--- config.mk ---
export PLATFORM = sky130hd
export DESIGN_NAME = alu_seq
export DESIGN_NICKNAME = d
export VERILOG_FILES = /design/src/rtl/alu_pkg.sv /design/src/rtl/alu_seq_adder_n.sv /design/src/rtl/alu_seq.sv
export SDC_FILE = /design/constraint.sdc
export NUM_CORES = 1
export LEC_CHECK = 0
export BUFFER_PORTS_ARGS = -buffer_cell sky130_fd_sc_hd__buf_4
export CAP_MARGIN = 20
export CORE_MARGIN = 1
export CORE_UTILIZATION = 50
export CTS_BUF_LIST = sky130_fd_sc_hd__clkbuf_8 sky130_fd_sc_hd__clkbuf_16
export CTS_CLUSTER_SIZE = 40
export DETAILED_ROUTE_END_ITERATION = 10
export GPL_TIMING_DRIVEN = 0
export PLACE_DENSITY = 0.69
export RECOVER_POWER = 50
export SYNTH_ARGS = -nofsm -noshare
export SYNTH_HDL_FRONTEND = slang
export SYNTH_SLANG_ARGS = --single-unit
--- constraint.sdc ---
create_clock -name clk -period 7.4 [get_ports clk]
set_input_delay 1.11 -clock clk [delete_from_list [all_inputs] [get_ports clk]]
set_output_delay 1.11 -clock clk [all_outputs]
set_load 0.05 [all_outputs]
--- src/rtl/alu_pkg.sv ---
// Shared opcodes and FSM state encoding for the handshaked Octa16 ALU.
package alu_pkg;

  localparam logic [2:0] OP_ADD = 3'b000;  // ADD / SUB
  localparam logic [2:0] OP_LOG = 3'b001;  // NOR / NAND
  localparam logic [2:0] OP_SLT = 3'b010;  // SLTU / SLT
  localparam logic [2:0] OP_SH  = 3'b011;  // SRL / SLL
  localparam logic [2:0] OP_SRA = 3'b100;
  localparam logic [2:0] OP_MUL = 3'b101;

  typedef enum logic [1:0] {
    IDLE = 2'd0,
    BUSY = 2'd1,
    DONE = 2'd2
  } state_t;

  function automatic logic is_mul(input logic [2:0] op);
    return op == OP_MUL;
  endfunction

endpackage

--- src/rtl/alu_seq_adder_n.sv ---
// WIDTH-bit adder with carry in/out, shared by add/sub/compare and the multiply accumulate.
module adder_n #(
  parameter int WIDTH = 8
) (
  input  logic [WIDTH-1:0] a,
  input  logic [WIDTH-1:0] b,
  input  logic             cin,
  output logic [WIDTH-1:0] sum,
  output logic             cout
);

  assign {cout, sum} = {1'b0, a} + {1'b0, b} + {{WIDTH{1'b0}}, cin};

endmodule

--- src/rtl/alu_seq.sv ---
// Handshaked ALU: single-cycle ops plus a WIDTH-cycle shift-add multiply, registered result and flags.
import alu_pkg::*;

module alu_seq #(
  parameter int WIDTH = 8,
  parameter int SHW   = $clog2(WIDTH)
) (
  input  logic             clk,
  input  logic             rst_n,
  input  logic             in_valid,
  output logic             in_ready,
  input  logic [WIDTH-1:0] a,
  input  logic [WIDTH-1:0] b,
  input  logic [2:0]       ctrl,
  input  logic             flag,
  output logic             out_valid,
  input  logic             out_ready,
  output logic [WIDTH-1:0] out,
  output logic             zero,
  output logic             carry,
  output logic             ovf
);

  localparam logic [SHW:0] CNT_LAST = (SHW+1)'(WIDTH - 1);
  localparam logic [SHW:0] CNT_ONE  = (SHW+1)'(1);

  state_t state_reg, state_next;
  logic [WIDTH-1:0]   out_reg;
  logic               zero_reg, carry_reg, ovf_reg;
  logic [WIDTH-1:0]   mcand_reg;
  logic [2*WIDTH-1:0] acc_reg;
  logic [SHW:0]       cnt_reg;
  logic               mul_hi_reg;

  logic               accept;
  logic               sub_sel;
  logic [WIDTH-1:0]   add_a, add_b, add_sum;
  logic               add_cin, add_cout;
  logic               ovf_c, lt;
  logic [SHW-1:0]     sh;
  logic [WIDTH-1:0]   res;
  logic               res_carry, res_ovf;
  logic [2*WIDTH-1:0] acc_next;
  logic [WIDTH-1:0]   mul_res;

  assign in_ready  = rst_n & ((state_reg == IDLE) | ((state_reg == DONE) & out_ready));
  assign accept    = in_valid & in_ready;
  assign out_valid = (state_reg == DONE);
  assign out       = out_reg;
  assign zero      = zero_reg;
  assign carry     = carry_reg;
  assign ovf       = ovf_reg;

  // In BUSY the adder accumulates the partial product; otherwise it serves ADD/SUB/SLT.
  always_comb begin
    sub_sel = (ctrl == OP_ADD) ? flag : 1'b1;
    add_a   = a;
    add_b   = sub_sel ? ~b : b;
    add_cin = sub_sel;
    if (state_reg == BUSY) begin
      add_a   = acc_reg[2*WIDTH-1:WIDTH];
      add_b   = acc_reg[0] ? mcand_reg : '0;
      add_cin = 1'b0;
    end
  end

  adder_n #(.WIDTH(WIDTH)) u_adder (
    .a    (add_a),
    .b    (add_b),
    .cin  (add_cin),
    .sum  (add_sum),
    .cout (add_cout)
  );

  assign acc_next = {add_cout, add_sum, acc_reg[WIDTH-1:1]};
  assign mul_res  = mul_hi_reg ? acc_next[2*WIDTH-1:WIDTH] : acc_next[WIDTH-1:0];

  always_comb begin
    sh        = b[SHW-1:0];
    ovf_c     = (a[WIDTH-1] == add_b[WIDTH-1]) & (add_sum[WIDTH-1] != a[WIDTH-1]);
    lt        = flag ? (add_sum[WIDTH-1] ^ ovf_c) : ~add_cout;
    res       = '0;
    res_carry = 1'b0;
    res_ovf   = 1'b0;
    case (ctrl)
      OP_ADD: begin
        res       = add_sum;
        res_carry = add_cout;
        res_ovf   = ovf_c;
      end
      OP_LOG:  res = flag ? ~(a & b) : ~(a | b);
      OP_SLT:  res = {{(WIDTH-1){1'b0}}, lt};
      OP_SH:   res = flag ? (a << sh) : (a >> sh);
      OP_SRA:  res = $unsigned($signed(a) >>> sh);
      default: res = '0;
    endcase
  end

  always_comb begin
    state_next = state_reg;
    case (state_reg)
      IDLE: if (accept) state_next = is_mul(ctrl) ? BUSY : DONE;
      BUSY: if (cnt_reg == CNT_LAST) state_next = DONE;
      DONE: begin
        if (accept)         state_next = is_mul(ctrl) ? BUSY : DONE;
        else if (out_ready) state_next = IDLE;
      end
      default: state_next = IDLE;
    endcase
  end

  always_ff @(posedge clk) begin
    if (!rst_n) begin
      state_reg  <= IDLE;
      out_reg    <= '0;
      zero_reg   <= 1'b0;
      carry_reg  <= 1'b0;
      ovf_reg    <= 1'b0;
      mcand_reg  <= '0;
      acc_reg    <= '0;
      cnt_reg    <= '0;
      mul_hi_reg <= 1'b0;
    end else begin
      state_reg <= state_next;
      if (state_reg == BUSY) begin
        acc_reg <= acc_next;
        cnt_reg <= cnt_reg + CNT_ONE;
        if (cnt_reg == CNT_LAST) begin
          out_reg   <= mul_res;
          zero_reg  <= (mul_res == '0);
          carry_reg <= 1'b0;
          ovf_reg   <= 1'b0;
        end
      end else if (accept) begin
        if (is_mul(ctrl)) begin
          // Multiplier sits in the low half and is consumed one bit per cycle.
          mcand_reg  <= a;
          acc_reg    <= {{WIDTH{1'b0}}, b};
          cnt_reg    <= '0;
          mul_hi_reg <= flag;
        end else begin
          out_reg   <= res;
          zero_reg  <= (res == '0);
          carry_reg <= res_carry;
          ovf_reg   <= res_ovf;
        end
      end
    end
  end

endmodule

==> After elaboration in Yosys (flattened, before gate mapping) <==
Index checks and enable logic that the tools add are counted.
{ "classes": {"n_addsub": 3, "mul": 0, "div": 0, "n_lt_le_gt_ge": 0, "n_eq_ne": 14, "shifts": 3, "muxes": 40, "bitwise_logic": 13, "reduce_logical": 10} }
{ "op_table": {"columns": ["op", "n"], "rows": [
  ["2-to-1 mux 8 bit", 11],
  ["2-to-1 mux 16 bit", 3],
  ["case mux 8 bit (5 select lines)", 1],
  ["inverter 8 bit", 3],
  ["zero test 8 bit", 2],
  ["2-to-1 mux 1 bit", 16],
  ["2-to-1 mux 4 bit", 3],
  ["2-to-1 mux 2 bit", 5],
  ["adder 8 x 8 -> 9 bit", 1],
  ["adder 9 x 1 -> 9 bit", 1],
  ["AND reduction 3 bit", 3],
  ["AND 8 bit", 1],
  ["OR 8 bit", 1],
  ["<< shifter 8 x 3 -> 8 bit", 1],
  ["right shift 8 x 3 -> 8 bit", 1],
  [">>> shifter 8 x 3 -> 8 bit", 1],
  ["equality test 3 x 2 -> 1 bit, second input constant", 2],
  ["equality test 3 bit, second input constant", 2],
  ["case mux 2 bit (3 select lines)", 1],
  ["adder 4 x 1 -> 4 bit, second input constant", 1],
  ["AND 1 bit", 4],
  ["equality test 4 x 3 -> 1 bit, second input constant", 1],
  ["!= test 2 bit, second input constant", 2],
  ["nonzero test 2 bit", 2],
  ["13 further kinds", 14]
]} }
{ "word_totals": {"ff_bits": 42, "latchBits": 0, "ram_bits": 0, "rom_bits": 0, "inputBits": 24, "output_inout_bits": 13, "wordCells": 92, "n_memories": 0} }

==> Logic depth before layout (Yosys ltp) <==
Gate-level depths: netlist of the first run.
{ "depth": {"ltp_word": 15, "mapped_depth": 16, "mapped_depth_nobuf": 14} }

==> By module <==
Synthesis of the first run repeated with hierarchy kept, for this count alone.
{ "hier_totals": {"cells_unflattened": 472, "area_unflattened_um2": 3562.2} }
{ "modules_own_cells": {"columns": ["mod", "n_inst", "cells_per_inst", "area_each_um2", "seq_area_each_um2"], "rows": [
  ["alu_seq", 1, 431, 3215.6, 840.8],
  ["adder_n", 1, 41, 346.6, 0.0]
]} }

==> Least setup slack after synthesis of the first run <==
No wires, ideal clock.
{ "synth_path": {"path_type": "input port to flip-flop", "start": "in flag", "end": "reg zero_reg, in the netlist zero", "setup_time_ns": 0.096, "arrival_time_ns": 4.495, "path_slack_ns": 2.810, "path_stages": 15, "path_buffers": 1, "cell_sequence": "buf_4 nor4_4 xor2_1 nor2_1 a31oi_1 fa_1 inv_1 fa_1 xnor2_1 nor2_1 a221oi_1 o21ai_0 or4_1 or3_1 o41ai_2"} }
{ "synth_via": {"elab_chain_cells": 14} }
{ "synth_rtl": {"columns": ["item", "line_no", "source"], "rows": [
  ["start, declared", "alu_seq.sv:15", "input logic flag,"],
  ["2-to-1 mux 1 bit", "alu_seq.sv:56", "sub_sel = (ctrl == OP_ADD) ? flag : 1'b1;"],
  ["2-to-1 mux 8 bit", "alu_seq.sv:58", "add_b = sub_sel ? ~b : b;"],
  ["2-to-1 mux 8 bit", "alu_seq.sv:60", "if (state_reg == BUSY) begin"],
  ["adder 8 x 8 -> 9 bit", "alu_seq_adder_n.sv:12", "assign {cout, sum} = {1'b0, a} + {1'b0, b} + {{WIDTH{1'b0}}, cin};"],
  ["adder 9 x 1 -> 9 bit", "alu_seq_adder_n.sv:12", null],
  ["!= test 1 bit", "alu_seq.sv:80", "ovf_c = (a[WIDTH-1] == add_b[WIDTH-1]) & (add_sum[WIDTH-1] != a[WIDTH-1]);"],
  ["AND 1 bit", "alu_seq.sv:80", null],
  ["bitwise XOR 1 bit", "alu_seq.sv:81", "lt = flag ? (add_sum[WIDTH-1] ^ ovf_c) : ~add_cout;"],
  ["2-to-1 mux 1 bit", "alu_seq.sv:81", null],
  ["case mux 8 bit (5 select lines)", "alu_seq.sv:85", "case (ctrl)"],
  ["zero test 8 bit", "alu_seq.sv:143", "zero_reg <= (res == '0);"],
  ["2-to-1 mux 1 bit", "alu_seq.sv:135", "if (is_mul(ctrl)) begin"],
  ["2-to-1 mux 1 bit", "alu_seq.sv:134", "end else if (accept) begin"],
  ["2-to-1 mux 1 bit (*)", "alu_seq.sv:125", "if (state_reg == BUSY) begin"],
  ["end signal, assigned", "alu_seq.sv:130", "zero_reg <= (mul_res == '0);"],
  ["end signal, assigned", "alu_seq.sv:143", null],
  ["end, declared", "alu_seq.sv:29", "logic zero_reg, carry_reg, ovf_reg;"]
]} }
Mark *: on every way between the ends. The rest lies on a longest branch, timed or not. The select of a mux whose other input is x is not followed.
A chain may end at the register's enable or synchronous reset.

==> Final worst setup path of the first run <==
{ "layout_path": {"start": "in ctrl[1]", "end": "reg zero_reg, in the netlist zero"} }
{ "layout_via": {"elab_chain_cells": 15} }
{ "layout_rtl": {"columns": ["item", "line_no", "source"], "rows": [
  ["start, declared", "alu_seq.sv:14", "input logic [2:0] ctrl,"],
  ["zero test 3 bit", "alu_seq.sv:56, alu_seq.sv:85", null],
  ["2-to-1 mux 1 bit", "alu_seq.sv:56", null],
  ["2-to-1 mux 8 bit", "alu_seq.sv:58", null],
  ["2-to-1 mux 8 bit", "alu_seq.sv:60", null],
  ["adder 8 x 8 -> 9 bit", "alu_seq_adder_n.sv:12", null],
  ["adder 9 x 1 -> 9 bit", "alu_seq_adder_n.sv:12", null],
  ["!= test 1 bit", "alu_seq.sv:80", null],
  ["AND 1 bit", "alu_seq.sv:80", null],
  ["bitwise XOR 1 bit", "alu_seq.sv:81", null],
  ["2-to-1 mux 1 bit", "alu_seq.sv:81", null],
  ["case mux 8 bit (5 select lines)", "alu_seq.sv:85", null],
  ["zero test 8 bit", "alu_seq.sv:143", null],
  ["2-to-1 mux 1 bit", "alu_seq.sv:135", null],
  ["2-to-1 mux 1 bit", "alu_seq.sv:134", null],
  ["2-to-1 mux 1 bit", "alu_seq.sv:125", null]
]} }
Parallel ways exist; a longest one is shown, timed or not. The select of a mux whose other input is x is not followed.

==> impl_metrics.xml, run 1 <==
<?xml version="1.0" encoding="UTF-8"?>
<metrics>
  <group name="outcome">
    <metric name="result_of_the_run" unit="">complete, no violations</metric>
  </group>
  <group name="yosys">
    <metric name="netlist_top_cells_count" unit="">nand2_1 (81), nor2_1 (47), dfxtp_1 (42), o21ai_0 (38), a21oi_1 (33)</metric>
    <metric name="synth.yosys.seq_area_share" unit="%">22.9</metric>
    <metric name="yosys_warnings" unit="">0</metric>
    <metric name="async_flop_share" unit="%">0</metric>
    <metric name="synth_ff_type" unit="">dfxtp_1</metric>
    <metric name="synth_fp_nets" unit="">543</metric>
    <metric name="synth_area_per_cell" unit="sq um">7.22</metric>
    <metric name="count_of_flip_flops_with_a_built_in_enable_after_synthesis" unit="">0</metric>
    <metric name="ys_top_cells_by_area" unit="">dfxtp_1 (23%), nand2_1 (8.3%), o21ai_0 (5.2%)</metric>
    <metric name="synth_area" unit="sq um">3670</metric>
    <metric name="postSynthRegisterBits" unit="">42</metric>
    <metric name="netlist_instances" unit="">509</metric>
    <metric name="synth_top_cell_area_share" unit="%">22.9</metric>
    <metric name="yosys.cell_count.top_type" unit="">nand2_1</metric>
    <metric name="synth_largest_area_cell" unit="">dfxtp_1</metric>
    <metric name="ys_types" unit="">67</metric>
  </group>
  <group name="clock_network">
    <metric name="cts_resizes" unit="">0</metric>
    <metric name="clockBufferDepth" unit="">2</metric>
    <metric name="clk_pin_slew" unit="ns">0.08</metric>
    <metric name="numCtsBuffers" unit="">5</metric>
    <metric name="clock_insertion_delay_worst_skew" unit="ns">0.32</metric>
    <metric name="cts.htree.levels" unit="">2</metric>
    <metric name="cts-hold-fix-buffers" unit="">0</metric>
    <metric name="clock_sink_count" unit="">42</metric>
    <metric name="postCtsSetupRepairBufs" unit="">0</metric>
    <metric name="clk_root_buffer_cell" unit="">clkbuf_8</metric>
    <metric name="tritoncts" unit="">built</metric>
  </group>
  <group name="placed_design">
    <metric name="port_buffers" unit="">29</metric>
    <metric name="dpl_worst_slack" unit="ns">1.94</metric>
    <metric name="placedCellCount" unit="">634</metric>
    <metric name="dp_hpwl" unit="microns">9570</metric>
    <metric name="gp_routability_congestion" unit="">1.02</metric>
  </group>
  <group name="hold_path">
    <metric name="min_path_cells" unit="">2</metric>
    <metric name="hp-class" unit="">flip-flop to flip-flop</metric>
  </group>
  <group name="finish">
    <metric name="stdcell_count" unit="">642</metric>
    <metric name="fillerInstances" unit="">684</metric>
    <metric name="largest_register_ffs" unit="">16</metric>
    <metric name="layout-drive-gt1-share" unit="%">9.71</metric>
    <metric name="antennaDiodeCount" unit="">0</metric>
    <metric name="layout-area-overhead-vs-synth" unit="%">11.6</metric>
    <metric name="finalNetCount" unit="">579</metric>
  </group>
  <group name="global_routing">
    <metric name="most_used_layer_global_route" unit="">met1</metric>
    <metric name="via_count_of_the_first_global_routing_pass" unit="">3483</metric>
    <metric name="grt_first_pass_wirelength" unit="microns">19300</metric>
    <metric name="grt_use_met2" unit="%">48.6</metric>
    <metric name="grt_remaining_overflow" unit="">0</metric>
    <metric name="grt_usage" unit="%">33.7</metric>
    <metric name="grt_antenna_before_repair" unit="">0</metric>
    <metric name="grtUsageMet3" unit="%">7.26</metric>
    <metric name="grt_use_met1" unit="%">49.2</metric>
    <metric name="largest_net_degree_at_the_start_of_global_routing" unit="">15</metric>
  </group>
  <group name="worst_setup_path">
    <metric name="crit_path_kind" unit="">input pin to flip-flop</metric>
    <metric name="worst_ep_arrival_time" unit="ns">5.46</metric>
    <metric name="crit_required" unit="ns">7.61</metric>
    <metric name="worstSetupStartpointType" unit="">input pin</metric>
    <metric name="path_max_fanout" unit="">10</metric>
    <metric name="crit_path_end_kind" unit="">flip-flop</metric>
    <metric name="rr_worst_depth" unit="">14</metric>
  </group>
  <group name="sta">
    <metric name="actual_slew_at_the_worst_max_slew_pin" unit="ns">0.969</metric>
    <metric name="drv_slew" unit="">0</metric>
    <metric name="fin_setup_tns" unit="ns">0</metric>
    <metric name="maxSlewHeadroom" unit="%">35.3</metric>
    <metric name="finalSetupViolations" unit="">0</metric>
    <metric name="setup_repair_after_global_routing_missed_its_margin" unit="">false</metric>
    <metric name="fin_skew" unit="ns">0.0147</metric>
    <metric name="layout_min_cycle_time" unit="ns">5.25</metric>
    <metric name="final_critical_path_setup_slack" unit="ns">2.15</metric>
    <metric name="final_min_period_over_clock_period" unit="%">70.9</metric>
    <metric name="max_clock_freq" unit="MHz">190</metric>
    <metric name="finalHoldViolations" unit="">0</metric>
    <metric name="worst_hold_slack" unit="ns">0.454</metric>
  </group>
  <group name="floorplan">
    <metric name="design.core.area" unit="sq um">6940</metric>
    <metric name="floorplan.die.height" unit="microns">87.7</metric>
    <metric name="floorplan.initialDensity" unit="%">52.9</metric>
    <metric name="floorplan.die_area" unit="sq um">7690</metric>
    <metric name="top_level_ports" unit="">37</metric>
    <metric name="dieWidth" unit="microns">87.7</metric>
    <metric name="std_cell_rows" unit="">30</metric>
  </group>
  <group name="drt">
    <metric name="number_of_detailed_route_iterations_in_the_first_pass" unit="">6</metric>
    <metric name="routed_wire_length_per_instance" unit="microns">19.5</metric>
    <metric name="drc_errors" unit="">0</metric>
    <metric name="wl" unit="microns">12500</metric>
    <metric name="detail_route.iter0.violations" unit="">322</metric>
    <metric name="detailroute.via_count" unit="">4075</metric>
    <metric name="routed_via_density" unit="">6.35</metric>
    <metric name="drt.antenna.violating_nets" unit="">0</metric>
  </group>
  <group name="power_and_ir_drop">
    <metric name="power.leakage" unit="nW">1.54</metric>
    <metric name="max-vdd-ir-drop" unit="uV">101</metric>
    <metric name="power_density" unit="nW/um^2">165</metric>
    <metric name="post-layout-total-power" unit="mW">0.676</metric>
  </group>
  <group name="flow_run">
    <metric name="maxCapViolCount" unit="">0</metric>
  </group>
</metrics>
[path summary, 6_finish.rpt]
check | startpoint | endpoint | slack, ns
worst max-delay path | ctrl[1] | zero | 2.15
worst min-delay path | out[5] | out[5] | 0.45
worst max register to register | state_reg[1] | zero | 2.40
worst min register to register | out[5] | out[5] | 0.45
[cells by family after synthesis]
group	count (synthesis)	share of synthesized area (%)
AND/OR/NAND/NOR	220	29.4
buffers and inverters	55	6.44
flip-flops	42	22.9
multiplexers	23	8.04
AO/OA/AOI/OAI	150	27.2
XOR/XNOR	9	2.15
adder cells (fa/ha/maj)	10	3.81
[power by group]
part	internal (mW)	total (mW)	switching, mW
registers	0.232	0.236	0.00390
clock network	0.135	0.229	0.0933
logic	0.0742	0.211	0.137
[worst max-delay path, cell delays in order]
cell,delay (ns)
clkbuf_1,0.09
clkbuf_1,0.22
nor4_4,0.70
xor2_1,0.19
nor2_1,0.05
a31oi_1,0.25
fa_1,0.32
inv_1,0.07
fa_1,0.44
xnor2_1,0.45
nor2_1,0.09
a221oi_1,0.20
o21ai_0,0.22
or4_1,0.52
or3_1,0.33
o41ai_2,0.19
[layout make-up]
cell class / count / area [sq um] / area share, %
clock buffer: 5 / 68.8 / 1.68
buffer: 45 / 198 / 4.82
timing repair buffer: 29 / 169 / 4.12
tap: 96 / 120 / 2.93
clock inverter: 3 / 68.8 / 1.68
multi-input combinational: 412 / 2600 / 63.3
sequential: 42 / 841 / 20.5
inverter: 10 / 37.5 / 0.916
[cells in the final DEF (no fill, tap or decap), drive strengths merged, types with 4 or more instances in the layout]
cell    Yosys  routed
buf        16      31
a21o        4       4
nand2b      9       9
nor2b      10      10
o211ai      4       4
nor3b       4       4
o21a        5       5
a311oi      5       5
nor2       47      47
and2        6       6
nand3      18      18
dfxtp      42      42
ha          8       8
a211o       4       4
a31oi       7       7
a21oi      33      33
and3        4       4
inv         9       9
nor4        5       5
nand3b      5       5
o21ai      38      38
a21boi      5       5
nor3       11      11
xor2        8       8
nand2      81      81
clkbuf     29      48
mux2i      16      16
mux4        5       5
o221ai      6       6
a211oi     11      11
[metal layers]
| layer | vias to the layer above | share of wire (%) |
|---|---|---|
| li1 | 1935 | - |
| met2 | 206 | 42 |
| met4 | 0 | 3.0 |
| met3 | 32 | 8.8 |
| met1 | 1902 | 46 |
| met5 | - | 0 |
[per-stage QoR]
stage | util (%) | cell area [sq um]
CTS | 59.7 | 4150
detailed placement | 57.8 | 4010
floorplan | - | 3670
global route | 59.0 | 4100
global placement | 57.8 | 4010
finish | 59.0 | 4100
No activity file was read; power rests on OpenSTA's default activity.
==> run 2, diff against run 1 <==
PLACE_DENSITY = 0.72   (was 0.69)
clock period = 4.8 ns   (was 7.4 ns; I/O delays follow)
==> impl_metrics.xml, run 2 (synthesis results as in run 1) <==
<?xml version="1.0" encoding="UTF-8"?>
<metrics>
  <group name="floorplan">
    <metric name="top_level_ports" unit="">37</metric>
    <metric name="design.core.area" unit="sq um">6940</metric>
    <metric name="floorplan.die.height" unit="microns">87.7</metric>
    <metric name="std_cell_rows" unit="">30</metric>
    <metric name="floorplan.initialDensity" unit="%">52.9</metric>
    <metric name="floorplan.die_area" unit="sq um">7690</metric>
    <metric name="dieWidth" unit="microns">87.7</metric>
  </group>
  <group name="finish">
    <metric name="antennaDiodeCount" unit="">0</metric>
    <metric name="layout.cells.most_common_list" unit="">nand2_1 (81), nor2_1 (47), dfxtp_1 (42)</metric>
    <metric name="utilization" unit="%">59.0</metric>
    <metric name="final_common_cell" unit="">nand2_1</metric>
    <metric name="largest_register_ffs" unit="">16</metric>
    <metric name="layout-area-overhead-vs-synth" unit="%">11.5</metric>
    <metric name="finalNetCount" unit="">580</metric>
    <metric name="layout-drive-gt1-share" unit="%">11.2</metric>
    <metric name="final_design_area_no_fill" unit="sq um">4100</metric>
  </group>
  <group name="sta">
    <metric name="finalSetupViolations" unit="">0</metric>
    <metric name="max_clock_freq" unit="MHz">218</metric>
    <metric name="drv_slew" unit="">0</metric>
    <metric name="fin_skew" unit="ns">0.00914</metric>
    <metric name="setup_repair_after_global_routing_missed_its_margin" unit="">false</metric>
    <metric name="maxSlewHeadroom" unit="%">35.8</metric>
    <metric name="finalHoldViolations" unit="">0</metric>
    <metric name="final_critical_path_setup_slack" unit="ns">0.205</metric>
    <metric name="actual_slew_at_the_worst_max_slew_pin" unit="ns">0.960</metric>
    <metric name="layout_min_cycle_time" unit="ns">4.60</metric>
    <metric name="fin_setup_tns" unit="ns">0</metric>
    <metric name="final_min_period_over_clock_period" unit="%">95.7</metric>
  </group>
  <group name="placed_design">
    <metric name="dp_hpwl" unit="microns">9690</metric>
    <metric name="port_buffers" unit="">29</metric>
    <metric name="gp_routability_congestion" unit="">0.974</metric>
    <metric name="dpl_worst_slack" unit="ns">-0.404</metric>
    <metric name="dpl_cell_area" unit="sq um">4010</metric>
  </group>
  <group name="worst_setup_path">
    <metric name="r2r-start" unit="">state_reg[0]</metric>
    <metric name="timing.critical_path.buf_inv" unit="">4</metric>
    <metric name="critical_path.cell_chain" unit="">buf_4, buf_2, nor4_4, buf_4, xor2_1, nor2_1, a31oi_1, fa_1, inv_1, fa_1, xnor2_2, nor2_1, a221oi_1, o21ai_0, or4_1, or3_1, o41ai_2</metric>
    <metric name="path_max_fanout" unit="">10</metric>
    <metric name="biggest_cell_delay_along_the_critical_path" unit="ns">0.54</metric>
    <metric name="crit_path_top_delay_cell" unit="">or4_1</metric>
    <metric name="worstSetupStartpointType" unit="">input pin</metric>
    <metric name="worstSetupStartpoint" unit="">ctrl[2]</metric>
    <metric name="crit_path_kind" unit="">input pin to flip-flop</metric>
    <metric name="critical_path.top_delay_family" unit="">simple AND/OR/NAND/NOR gates</metric>
    <metric name="crit_required" unit="ns">5.01</metric>
    <metric name="worst_ep_arrival_time" unit="ns">4.80</metric>
    <metric name="crit_path_end_kind" unit="">flip-flop</metric>
  </group>
  <group name="global_routing">
    <metric name="grt_antenna_before_repair" unit="">0</metric>
    <metric name="grt_remaining_overflow" unit="">0</metric>
    <metric name="largest_net_degree_at_the_start_of_global_routing" unit="">15</metric>
    <metric name="grt_first_pass_wirelength" unit="microns">19700</metric>
    <metric name="grt_usage" unit="%">34.2</metric>
    <metric name="via_count_of_the_first_global_routing_pass" unit="">3614</metric>
  </group>
  <group name="clock_network">
    <metric name="clock_sink_count" unit="">42</metric>
    <metric name="clk_pin_slew" unit="ns">0.08</metric>
    <metric name="numCtsBuffers" unit="">5</metric>
    <metric name="cts.htree.levels" unit="">2</metric>
    <metric name="clk_root_buffer_cell" unit="">clkbuf_8</metric>
    <metric name="clock_insertion_delay_worst_skew" unit="ns">0.30</metric>
    <metric name="tritoncts" unit="">built</metric>
    <metric name="clockBufferDepth" unit="">2</metric>
  </group>
  <group name="power_and_ir_drop">
    <metric name="max-vdd-ir-drop" unit="uV">191</metric>
    <metric name="power_density" unit="nW/um^2">240</metric>
    <metric name="power.leakage" unit="nW">1.56</metric>
    <metric name="post-layout-total-power" unit="mW">0.983</metric>
  </group>
  <group name="drt">
    <metric name="routed_wire_length_per_instance" unit="microns">19.6</metric>
    <metric name="drc_errors" unit="">0</metric>
    <metric name="detailroute.via_count" unit="">4072</metric>
    <metric name="detail_route.iter0.violations" unit="">387</metric>
    <metric name="routed_via_density" unit="">6.33</metric>
    <metric name="number_of_detailed_route_iterations_in_the_first_pass" unit="">6</metric>
    <metric name="wl" unit="microns">12600</metric>
    <metric name="drt.antenna.violating_nets" unit="">0</metric>
  </group>
  <group name="flow_run">
    <metric name="maxCapViolCount" unit="">0</metric>
  </group>
  <group name="hold_path">
    <metric name="hp-class" unit="">flip-flop to flip-flop</metric>
    <metric name="holdCritStartpoint" unit="">out[4]</metric>
  </group>
  <group name="outcome">
    <metric name="result_of_the_run" unit="">complete, no violations</metric>
  </group>
</metrics>
-- run 2: path summary, 6_finish.rpt --
check | end | slack, ns | depth (start not counted)
hold / removal | out[4] | 0.46 | 2
hold reg to reg | out[4] | 0.46 | 2
setup / recovery | zero | 0.20 | 17
setup reg to reg | zero | 0.25 | 15
-- run 2: layout make-up --
class                           count  area, sq um
Tap cell                           96          120
Clock inverter                      3         43.8
Sequential cell                    42          841
Multi-Input combinational cell    412         2610
Inverter                           10         37.5
Buffer                             44          201
Clock buffer                        5         68.8
Fill cell                         696         2850
Timing Repair Buffer               31          180
-- run 2: layer usage --
| metal | routed length (microns) | vias to the layer above | global-route usage, % |
|---|---|---|---|
| met5 | 0 | - | 0 |
| met3 | 1150 | 28 | 5.66 |
| li1 | - | 1931 | - |
| met4 | 375 | 0 | 11.0 |
| met2 | 5420 | 211 | 50.7 |
| met1 | 5680 | 1902 | 50.1 |
-- run 2: what timing repair did --
action / CTS / global route
hold buffers: 0 / 0
gates resized for setup: 1 / 9
pin swaps: 1 / 0
buffers inserted: 2 / 0
setup endpoints to repair: 1 / 1
-- run 2: where the power goes --
part / total (mW) / switching [mW] / internal [mW]
Clock: 0.290 / 0.134 / 0.156
Sequential: 0.364 / 0.00602 / 0.358
Combinational: 0.330 / 0.213 / 0.116
Total: 0.983 / 0.353 / 0.630
-- run 2: through the flow --
| step | std cells | hold slack, ns |
|---|---|---|
| final | 643 | 0.455 |
| after global routing | 643 | 0.469 |
| after CTS | 644 | 0.460 |
| after detailed placement | 634 | 0.448 |
| after global placement | 634 | 0.443 |
| after floorplan | 509 | 0.437 |
-- run 2: worst register-to-register path, cell delays in order, from the launching register on --
cell and delay [ns]:
dfxtp_1 0.38, nor2b_1 0.14, clkbuf_1 0.39, clkbuf_2 0.32, clkbuf_2 0.28, a31oi_1 0.16
fa_1 0.53, inv_1 0.11, fa_1 0.29, xnor2_2 0.22, nor2_1 0.07, a221oi_1 0.23
o21ai_0 0.27, or4_1 0.54, or3_1 0.33, o41ai_2 0.20
